File: src/rtl/mem_bus_arbiter.sv
// N-master request/grant arbiter for the shared CPU memory bus.
// Fixed-priority or round-robin selection, bus lock and bounded hold time.
module mem_bus_arbiter #(
  parameter int NUM_MASTERS = 2,
  parameter int ADDR_W      = 16,
  parameter int DATA_W      = 8,
  parameter int RR_MODE     = 0,
  parameter int MAX_HOLD    = 0,
  parameter int HOLD_W      = 8
) (
  input  logic                          clk_in,
  input  logic                          rst_in,
  input  logic [NUM_MASTERS-1:0]        req_in,
  input  logic [NUM_MASTERS-1:0]        lock_in,
  input  logic [NUM_MASTERS*ADDR_W-1:0] a_in,
  input  logic [NUM_MASTERS-1:0]        r_nw_in,
  input  logic [NUM_MASTERS*DATA_W-1:0] d_in,
  input  logic [DATA_W-1:0]             bus_d_in,
  output logic [NUM_MASTERS-1:0]        gnt_out,
  output logic [NUM_MASTERS-1:0]        rdy_out,
  output logic [ADDR_W-1:0]             a_out,
  output logic                          r_nw_out,
  output logic [DATA_W-1:0]             d_out,
  output logic [DATA_W-1:0]             rd_d_out
);

  localparam int IDX_W = (NUM_MASTERS > 1) ? $clog2(NUM_MASTERS) : 1;
  localparam logic [IDX_W-1:0] LAST_INIT = IDX_W'(NUM_MASTERS - 1);
  localparam logic [HOLD_W-1:0] HOLD_LIM =
    (MAX_HOLD > 0) ? HOLD_W'(MAX_HOLD - 1) : '0;
  localparam logic [HOLD_W-1:0] HOLD_SAT = '1;

  typedef enum logic [1:0] {
    IDLE   = 2'd0,
    OWN    = 2'd1,
    SWITCH = 2'd2
  } state_t;

  state_t            state, state_n;
  logic [IDX_W-1:0]  owner, owner_n;
  logic [IDX_W-1:0]  last_owner, last_n;
  logic [HOLD_W-1:0] hold_cnt, hold_n;
  logic [IDX_W-1:0]  sel;
  logic              sel_vld;
  logic [NUM_MASTERS-1:0] own_oh;
  logic [NUM_MASTERS-1:0] others;
  logic              preempt;

  // Candidate owner: lowest index, or first requester after the last owner
  always_comb begin
    int c;
    c       = 0;
    sel     = '0;
    sel_vld = 1'b0;
    for (int j = 0; j < NUM_MASTERS; j++) begin
      if (RR_MODE != 0) begin
        c = int'(last_owner) + 1 + j;
        if (c >= NUM_MASTERS) c = c - NUM_MASTERS;
      end else begin
        c = j;
      end
      if (!sel_vld && req_in[c]) begin
        sel_vld = 1'b1;
        sel     = IDX_W'(c);
      end
    end
  end

  assign own_oh  = NUM_MASTERS'(1) << owner;
  assign others  = req_in & ~own_oh;
  assign preempt = (MAX_HOLD > 0) && (hold_cnt >= HOLD_LIM) &&
                   !lock_in[owner] && (|others);

  // State register
  always_ff @(posedge clk_in) begin
    if (rst_in) begin
      state      <= IDLE;
      owner      <= '0;
      last_owner <= LAST_INIT;
      hold_cnt   <= '0;
    end else begin
      state      <= state_n;
      owner      <= owner_n;
      last_owner <= last_n;
      hold_cnt   <= hold_n;
    end
  end

  // Next-state: grant, release, preemption and the dead handover cycle
  always_comb begin
    state_n = state;
    owner_n = owner;
    last_n  = last_owner;
    hold_n  = hold_cnt;
    unique case (state)
      IDLE, SWITCH: begin
        if (sel_vld) begin
          state_n = OWN;
          owner_n = sel;
          last_n  = sel;
          hold_n  = '0;
        end else begin
          state_n = IDLE;
        end
      end
      OWN: begin
        if (!req_in[owner]) begin
          state_n = (|others) ? SWITCH : IDLE;
        end else if (preempt) begin
          state_n = SWITCH;
        end else if (hold_cnt != HOLD_SAT) begin
          hold_n = hold_cnt + 1'b1;
        end
      end
      default: state_n = IDLE;
    endcase
  end

  // Bus steering: owner's signals, otherwise a harmless read of address 0
  always_comb begin
    gnt_out  = '0;
    a_out    = '0;
    r_nw_out = 1'b1;
    d_out    = '0;
    if (state == OWN) begin
      gnt_out  = own_oh;
      a_out    = a_in[owner*ADDR_W +: ADDR_W];
      r_nw_out = r_nw_in[owner];
      d_out    = d_in[owner*DATA_W +: DATA_W];
    end
  end

  assign rdy_out  = gnt_out;
  assign rd_d_out = bus_d_in;

endmodule

File: config.mk
export PLATFORM = sky130hd
export DESIGN_NAME = mem_bus_arbiter
export DESIGN_NICKNAME = d
export VERILOG_FILES = /design/src/rtl/mem_bus_arbiter.sv
export SDC_FILE = /design/constraint.sdc
export NUM_CORES = 1
export LEC_CHECK = 0
export BUFFER_PORTS_ARGS = -buffer_cell sky130_fd_sc_hd__buf_2
export CORE_AREA = 2 2 49 51
export CTS_CLUSTER_SIZE = 30
export DETAILED_ROUTE_END_ITERATION = 16
export DIE_AREA = 0 0 51 53
export MAX_ROUTING_LAYER = met4
export PLACE_DENSITY = 0.86
export SLEW_MARGIN = 15
export SYNTH_ARGS = -nofsm -noshare
export SYNTH_HDL_FRONTEND = slang
export SYNTH_SLANG_ARGS = --single-unit
File: constraint.sdc
create_clock -name clk_in -period 2.6 [get_ports clk_in]
set_input_delay 0.26 -clock clk_in [delete_from_list [all_inputs] [get_ports clk_in]]
set_output_delay 0.26 -clock clk_in [all_outputs]
set_load 0.01 [all_outputs]
* Word-level counts from Yosys, hierarchy flattened *
Index checks and enable logic that the tools add are counted.

operators by class
  $add $sub $neg = 0
  $mul = 0
  div/mod/pow operators = 0
  $lt $le $gt $ge = 1
  equal/unequal tests = 3
  shift operators = 3
  multiplexer cells = 15
  bitwise logic cells = 2
  reduce and logical (&&, ||, !) cells = 6

operator list
  cell                                                                           count
  32-bit by 6-bit indexed part select with 16-bit output                         1
  16-bit 2-to-1 mux                                                              1
  16-bit by 5-bit indexed part select with 8-bit output                          1
  1-bit 2-to-1 mux                                                               9
  8-bit 2-to-1 mux                                                               1
  2-bit 2-to-1 mux                                                               3
  2-bit case mux with 2 select lines                                             1
  2-bit OR reduction                                                             2
  2-bit AND                                                                      1
  2-bit by 1-bit equality test with 1-bit output (second input constant)         1
  2-bit equality test (second input constant)                                    1
  2-bit zero test                                                                1
  1-bit by 2-bit less-than comparator with 1-bit output (second input constant)  1
  2-bit != test (second input constant)                                          1
  2-bit inverter                                                                 1
  2-bit AND reduction                                                            1
  1-bit by 1-bit left shift with 2-bit output (first input constant)             1
  1-bit logical AND                                                              1
  1-bit zero test                                                                1

storage, ports and cells
  register bits after elaboration = 3
  latch bits = 0
  bits in writable memories = 0
  bits in read-only memories = 0
  memories = 0

* Longest topological paths before layout *
Gate-level depths: netlist of the first run.

  word-level depth = 7
  depth in mapped cells = 5

* Worst setup path after synthesis of the first run *
OpenSTA, ideal clock, no wires.

  path kind = register to output
  start point = register state[1]
  end point = output port rdy_out[1]
  arrival = 1096 ps
  data required time = 2340 ps
  path slack = 1244 ps
  cell stages (with the launch flop) = 6
  path buffers = 3
  cell sequence = dfxtp_1 > nand2b_1 > buf_2 > buf_2 > nor2_1 > buf_4

on the way
  word-level cells in the longest chain between the ends = 2

ends and longest elaborated chain
  what                                            line  text
  start: declaration                              39    state_t state, state_n;
  start signal: assignment                        82    state <= state_n;
  2-bit by 1-bit equality test with 1-bit output  --
  2-bit 2-to-1 mux                                125   if (state == OWN) begin
  end: declaration                                20    output logic [NUM_MASTERS-1:0] rdy_out,

No other way between the ends.

* Worst setup path after layout of the first run *
  start point = register state[0]
  end point = output port d_out[0]

on the way
  word-level cells in the longest chain between the ends = 2

ends and longest elaborated chain
  what                                            line  text
  2-bit by 1-bit equality test with 1-bit output  --
  8-bit 2-to-1 mux                                125
  end: declaration                                23    output logic [DATA_W-1:0] d_out,

No other way between the ends.

==> metrics.yaml, run 1 <==
antenna_found_initial: 0
fin_crit_sh: 0.7207
cts_buffers: 3
io_buffer_count: 82
clock_latency_ns: 0.23
startpoint: "state[0]"
grt_setup_unrepaired: "no"
via_count: 840
dieArea_sq_mm: 0.002703
maxCapViolCount: 0
num_rows: 17
critPathRequiredTime_ns: 2.34
synth_top_family_by_area: "multiplexers"
synth_flop_cell: "dfxtp_1"
synth-compound-area-share: 0.06275
synth.most_common_cell: "nor2_1"
ioPinCount: 101
ys_types: 17
leakagePower_nw: 0.5567
h-tree-depth: 1
layout.cell_area.non_filler_sq_um: 994.7
finalSetupViolations: 0
r2r_end: "state[1]"
synthAdderAreaFrac: 0
place_congestion: 0.6930
r2r-start: "owner"
nNetsFinal: 221
grt_overflow_total: 0
swShare: 0.3897
yosys.area_share.simple: 0.2328
syn_nets: 147
muxShareOfSynthArea: 0.4049
pwr-share-seq: 0.155
synth_edf_count: 0
coreArea_sq_mm: 0.002148
drt-total-wl_mm: 1.986
critPathLaunchType: "register"
synth_common_cells: "27 x nor2_1, 25 x mux2i_1, 11 x buf_4"
status: "finished, final reports clean"
drive_gt1_frac: 0.5769
yosysTopAreaCell: "mux2i_1"
drt_iter0_drc: 7
grt_max_degree: 19
clockRootBuffer: "clkbuf_4"
chipHeight_um: 53
ys_seq_area_frac: 0.09717
path_class: "reg -> out"
worstRegToRegCells: 3
placed_area_sq_um: 968.4
ctsResizeCount: 0
synth_area_sq_um: 618.1
drc: 0
ys_warn_count: 0
clockPowerShare: 0.237
grt_pass1_wl_mm: 2.918
min_period_ns: 1.874
synth-seq-cells: 3
die-width_um: 51
synth.avg_cell_area_sq_um: 7.447
power.switching_w: 0.0001345
arrival_ns: 1.61
critPathCaptureType: "primary output"
synth_top_cell_area_share: 0.4049
diodes: 0
cpMaxStageDelayCell: "nand2b_1"
clkSinkCount: 3
synthXorXnorAreaFrac: 0
clk_path_buf_depth: 2
crit_end: "d_out[0]"
relSlewSlack: 0.5366
cellPowerDensity_mw_per_mm2: 346.8
synthCells: 83
post_cts_buffers: 0
ant_nets: 0
hold_viol: 0
fmax_mhz: 533.6
slowest_delay_ns: 0.40
tightest_slew_ns: 0.6951
synth-async-reset-ratio: 0
cts_tree: "done"
holdCritPathClass: "in -> reg"
irDropWorstVdd_mv: 0.1547
viasPerCell: 4.565
grt_pass1_vias: 709
dr.pass1.iters: 4
skew_ns: 0.008002
crit_path_cell_trace: "nand2b_1 > buf_4 > nor2_1 > buf_2"
path_clk_slew_ns: 0.04
grt_usage: 0.1450
start_util: 0.2877
combPwrFrac: 0.608
holdBufCountCts: 0
intPower_w: 0.0002105
ys_top_cells_by_area: "mux2i_1 40%, nor2_1 16%, buf_4 13%"
crit_fanout: 18
final_max_slew_viol_count: 0
r2r_slack_ns: 1.40
areaGrowthSynthToFinish_pct: 60.93
hpwl_mm: 1.658
fin_tns_setup_ns: 0
wl_per_cell_um: 10.79
## layout by cell type (no fill, tap or decap), types with 2 or more instances in the layout
cell type	instances
buf_2	82
nor2_1	27
mux2i_1	25
clkbuf_4	3
dfxtp_1	3
buf_4	3
inv_1	2
## worst max-delay path: cells and delay by family (launching register included)
family        cells  cell delay, ns
flops             1            0.38
simple gates      2            0.51
buf+inv           2            0.48
## flip-flops by register name, indices dropped and copies added, names as in the netlist
| register | cells |
|---|---|
| state | 2 |
| owner | 1 |
## kinds of logic after synthesis
group | count (synthesis)
flip-flops | 3
buffers and inverters | 18
AND/OR/NAND/NOR | 33
multiplexers | 25
AO/OA/AOI/OAI | 4
## metrics by stage
stage	total power, W	worst slack [ns]	utilization	std cells	hold slack [ns]
after floorplan	0.0001912	1.244	-	83	0.3330
after global placement	0.0002612	0.9752	0.4508	180	0.4831
after detailed placement	0.0002649	0.9893	0.4508	180	0.4816
after CTS	0.0003515	0.7282	0.4630	184	0.2374
after global routing	0.0003759	0.5674	0.4630	184	0.2475
final	0.0003450	0.7261	0.4630	184	0.2504
## worst min-delay path by stage
stage	slack, ns	cells after the start	endpoint	startpoint
6_report	0.25	2	state[1]	rst_in
5_1_grt	0.25	2	state[1]	rst_in
4_1_cts	0.24	2	state[1]	rst_in
3_5_place_dp	0.48	2	state[1]	rst_in
3_3_place_gp	0.48	2	state[1]	rst_in
2_1_floorplan	0.33	1	state[1]	rst_in
## power groups by stage
stage	combinational, W	clock [W]	sequential, W
final	0.000210	0.0000818	0.0000534
after global routing	0.000232	0.0000906	0.0000533
after CTS	0.000212	0.0000860	0.0000531
after detailed placement	0.000211	0	0.0000539
after global placement	0.000208	0	0.0000535
after floorplan	0.000138	0	0.0000532
## final cells by class
cell class / instances / area, sq um
fillers: 228 / 1154
repair buffers: 85 / 432.9
well taps: 28 / 35.03
flip-flops and latches: 3 / 60.06
clock buffers: 4 / 26.28
multi-input cells: 62 / 432.9
inverters: 2 / 7.507
## per-layer routing
layer  GRT usage  routed length [um]
met1      0.1305                 693
met2      0.2792                 985
met3     0.05932                 307
met4     0.04054                   0
met5           -                   0
No activity file was read; power rests on OpenSTA's default activity.
==> run 2: changes to the inputs <==
--- a/config.mk
+++ b/config.mk
@@ -6,12 +6,12 @@
 export NUM_CORES = 1
 export LEC_CHECK = 0
 export BUFFER_PORTS_ARGS = -buffer_cell sky130_fd_sc_hd__buf_2
-export CORE_AREA = 2 2 49 51
+export CORE_AREA = 2 2 50 52
 export CTS_CLUSTER_SIZE = 30
 export DETAILED_ROUTE_END_ITERATION = 16
-export DIE_AREA = 0 0 51 53
+export DIE_AREA = 0 0 52 54
 export MAX_ROUTING_LAYER = met4
-export PLACE_DENSITY = 0.86
+export PLACE_DENSITY = 0.83
 export SLEW_MARGIN = 15
 export SYNTH_ARGS = -nofsm -noshare
 export SYNTH_HDL_FRONTEND = slang
==> constraint.sdc (replaced) <==
create_clock -name clk_in -period 1.8 [get_ports clk_in]
set_input_delay 0.18 -clock clk_in [delete_from_list [all_inputs] [get_ports clk_in]]
set_output_delay 0.18 -clock clk_in [all_outputs]
set_load 0.01 [all_outputs]
==> run 2 against run 1 <==
Die area grew 3.9%. Clock power increased by 49%. Final area rose by 1.5%. Hold slack got worse by 0.085 ns. Critical endpoint is now r_nw_out. Largest power group unchanged. Register-to-register slack got worse by 0.80 ns. Core utilization down 2.8 points. Combinational power rose by 46%.
==> metrics.yaml, run 2 (synthesis gave the netlist of run 1 again) <==
via_count: 818  # was 840
grt_overflow_total: 0  # unchanged
cts_tree: "done"  # unchanged
leakagePower_nw: 0.5593  # was 0.5567 nW
place_congestion: 0.7552  # was 0.6930
multi_input_area_sq_um: 432.9  # unchanged
total_power_w: 0.0005056  # was 0.0003450 W
num_rows: 18  # was 17
diodes: 0  # unchanged
coreArea_sq_mm: 0.002320  # was 0.002148 sq mm
ant_nets: 0  # unchanged
chipHeight_um: 54  # was 53 um
min_period_ns: 1.431
final_cell_mix: "82 x buf_2, 27 x nor2_1, 25 x mux2i_1"  # unchanged
post-place-ws_ns: 0.5990  # was 0.9893 ns
drt-total-wl_mm: 1.835  # was 1.986 mm
viasPerCell: 4.398  # was 4.565
antenna_found_initial: 0  # unchanged
maxCapViolCount: 0  # unchanged
nNetsFinal: 221  # unchanged
h-tree-depth: 1  # unchanged
path_clk_slew_ns: 0.04  # about the same
cts_buffers: 3  # unchanged
clock_latency_ns: 0.24  # was 0.23 ns
min_path_cells: 2  # unchanged
final_common_cell: "buf_2"  # unchanged
tightest_slew_ns: 0.2517  # was 0.6951 ns
clockRootBuffer: "clkbuf_4"  # unchanged
dr.pass1.iters: 4  # unchanged
worstRegToRegCells: 3  # unchanged
start_util: 0.2665  # was 0.2877
holdBufCountCts: 0  # unchanged
hold_viol: 0  # unchanged
fmax_mhz: 698.6
hpwl_mm: 1.476  # was 1.658 mm
layout_setup_ws_ns: 0.3686  # was 0.7261 ns
wl_per_cell_um: 9.866  # was 10.79 um
fin_crit_sh: 0.7952
reg_top3: "state (2), owner (1)"  # unchanged
die-width_um: 52  # was 51 um
status: "finished, final reports clean"  # unchanged
grt_usage: 0.1136  # was 0.1450
critPathCaptureType: "primary output"  # unchanged
io_buffer_count: 82  # unchanged
holdCritPathClass: "in -> reg"  # unchanged
arrival_ns: 1.25  # was 1.61 ns
critPathRequiredTime_ns: 1.62  # was 2.34 ns
areaGrowthSynthToFinish_pct: 63.36  # was 60.93%
fin_tns_setup_ns: 0  # unchanged
grt_max_degree: 32  # was 19
largest_register: "state"  # unchanged
post_cts_buffers: 0  # unchanged
drc: 0  # unchanged
critPathLaunchType: "register"  # unchanged
finalSetupViolations: 0  # unchanged
dieArea_sq_mm: 0.002808  # was 0.002703 sq mm
irDropWorstVdd_mv: 0.2230  # was 0.1547 mV
grt_pass1_wl_mm: 2.228  # was 2.918 mm
seq_area_sq_um: 60.06  # unchanged
clk_path_buf_depth: 2  # unchanged
ctsResizeCount: 0  # unchanged
crit_fanout: 31  # was 18
final_max_slew_viol_count: 0  # unchanged
grt_setup_unrepaired: "no"  # unchanged
grt_pass1_vias: 551  # was 709
clkSinkCount: 3  # unchanged
path_class: "reg -> out"  # unchanged
largest_reg_flops: 2  # unchanged
fillCellCount: 229  # was 228
ioPinCount: 101  # unchanged
cellPowerDensity_mw_per_mm2: 500.8  # was 346.8 mW/mm^2
drt_iter0_drc: 6  # was 7
drive_gt1_frac: 0.5769  # unchanged
skew_ns: 0.001963  # was 0.008002 ns
relSlewSlack: 0.8322  # was 0.5366
## run 2: changes by cell type in the layout (fill, tap and decap cells not counted)
cell / before / now
buf_4: 3 / 2
buf_12: 0 / 1
## run 2: per-stage QoR
| stage | hold WS (ns) | util | cell area, sq um | cells |
|---|---|---|---|---|
| 6_report | 0.1650 | 0.4353 | 1010 | 186 |
| 5_1_grt | 0.1712 | 0.4353 | 1010 | 186 |
| 4_1_cts | 0.1603 | 0.4353 | 1010 | 186 |
| 3_5_place_dp | 0.3601 | 0.4239 | 983.4 | 182 |
| 3_3_place_gp | 0.3601 | 0.4239 | 983.4 | 182 |
| 2_1_floorplan | 0.2530 | - | 618.1 | 83 |
## run 2: worst max-delay path: stages, from the launching register on
cell	delay [ns]
dfxtp_1	0.35
buf_12	0.22
nor2b_1	0.07
a211o_1	0.22
buf_2	0.14
## run 2: final cells by class
type,count,share of cell area
Multi-Input combinational cell,62,0.4287
Sequential cell,3,0.05948
Timing Repair Buffer,85,0.4411
Inverter,2,0.007435
Clock buffer,4,0.02602
Tap cell,30,0.03717
## run 2: path summary, 6_finish.rpt
kind / startpoint / to / slack (ns)
worst min-delay path: rst_in / state[1] / 0.17
worst min register to register: state[1] / state[0] / 0.51
worst max register to register: owner / state[1] / 0.60
worst max-delay path: owner / r_nw_out / 0.37
## run 2: layer usage
layer  vias to the layer above  global-route usage  share of wire
li1                        415                   -              -
met1                       335              0.1033           0.35
met2                        66              0.1920           0.45
met3                         2             0.05000           0.19
met4                         0             0.07895          0.010
met5                         -                   -              0
## run 2: report_power, final
group	internal, W	total, W	switching (W)
combinational	0.000155	0.000307	0.000152
sequential	0.0000725	0.0000772	0.00000467
clock	0.0000833	0.000122	0.0000386
total	0.000311	0.000506	0.000195
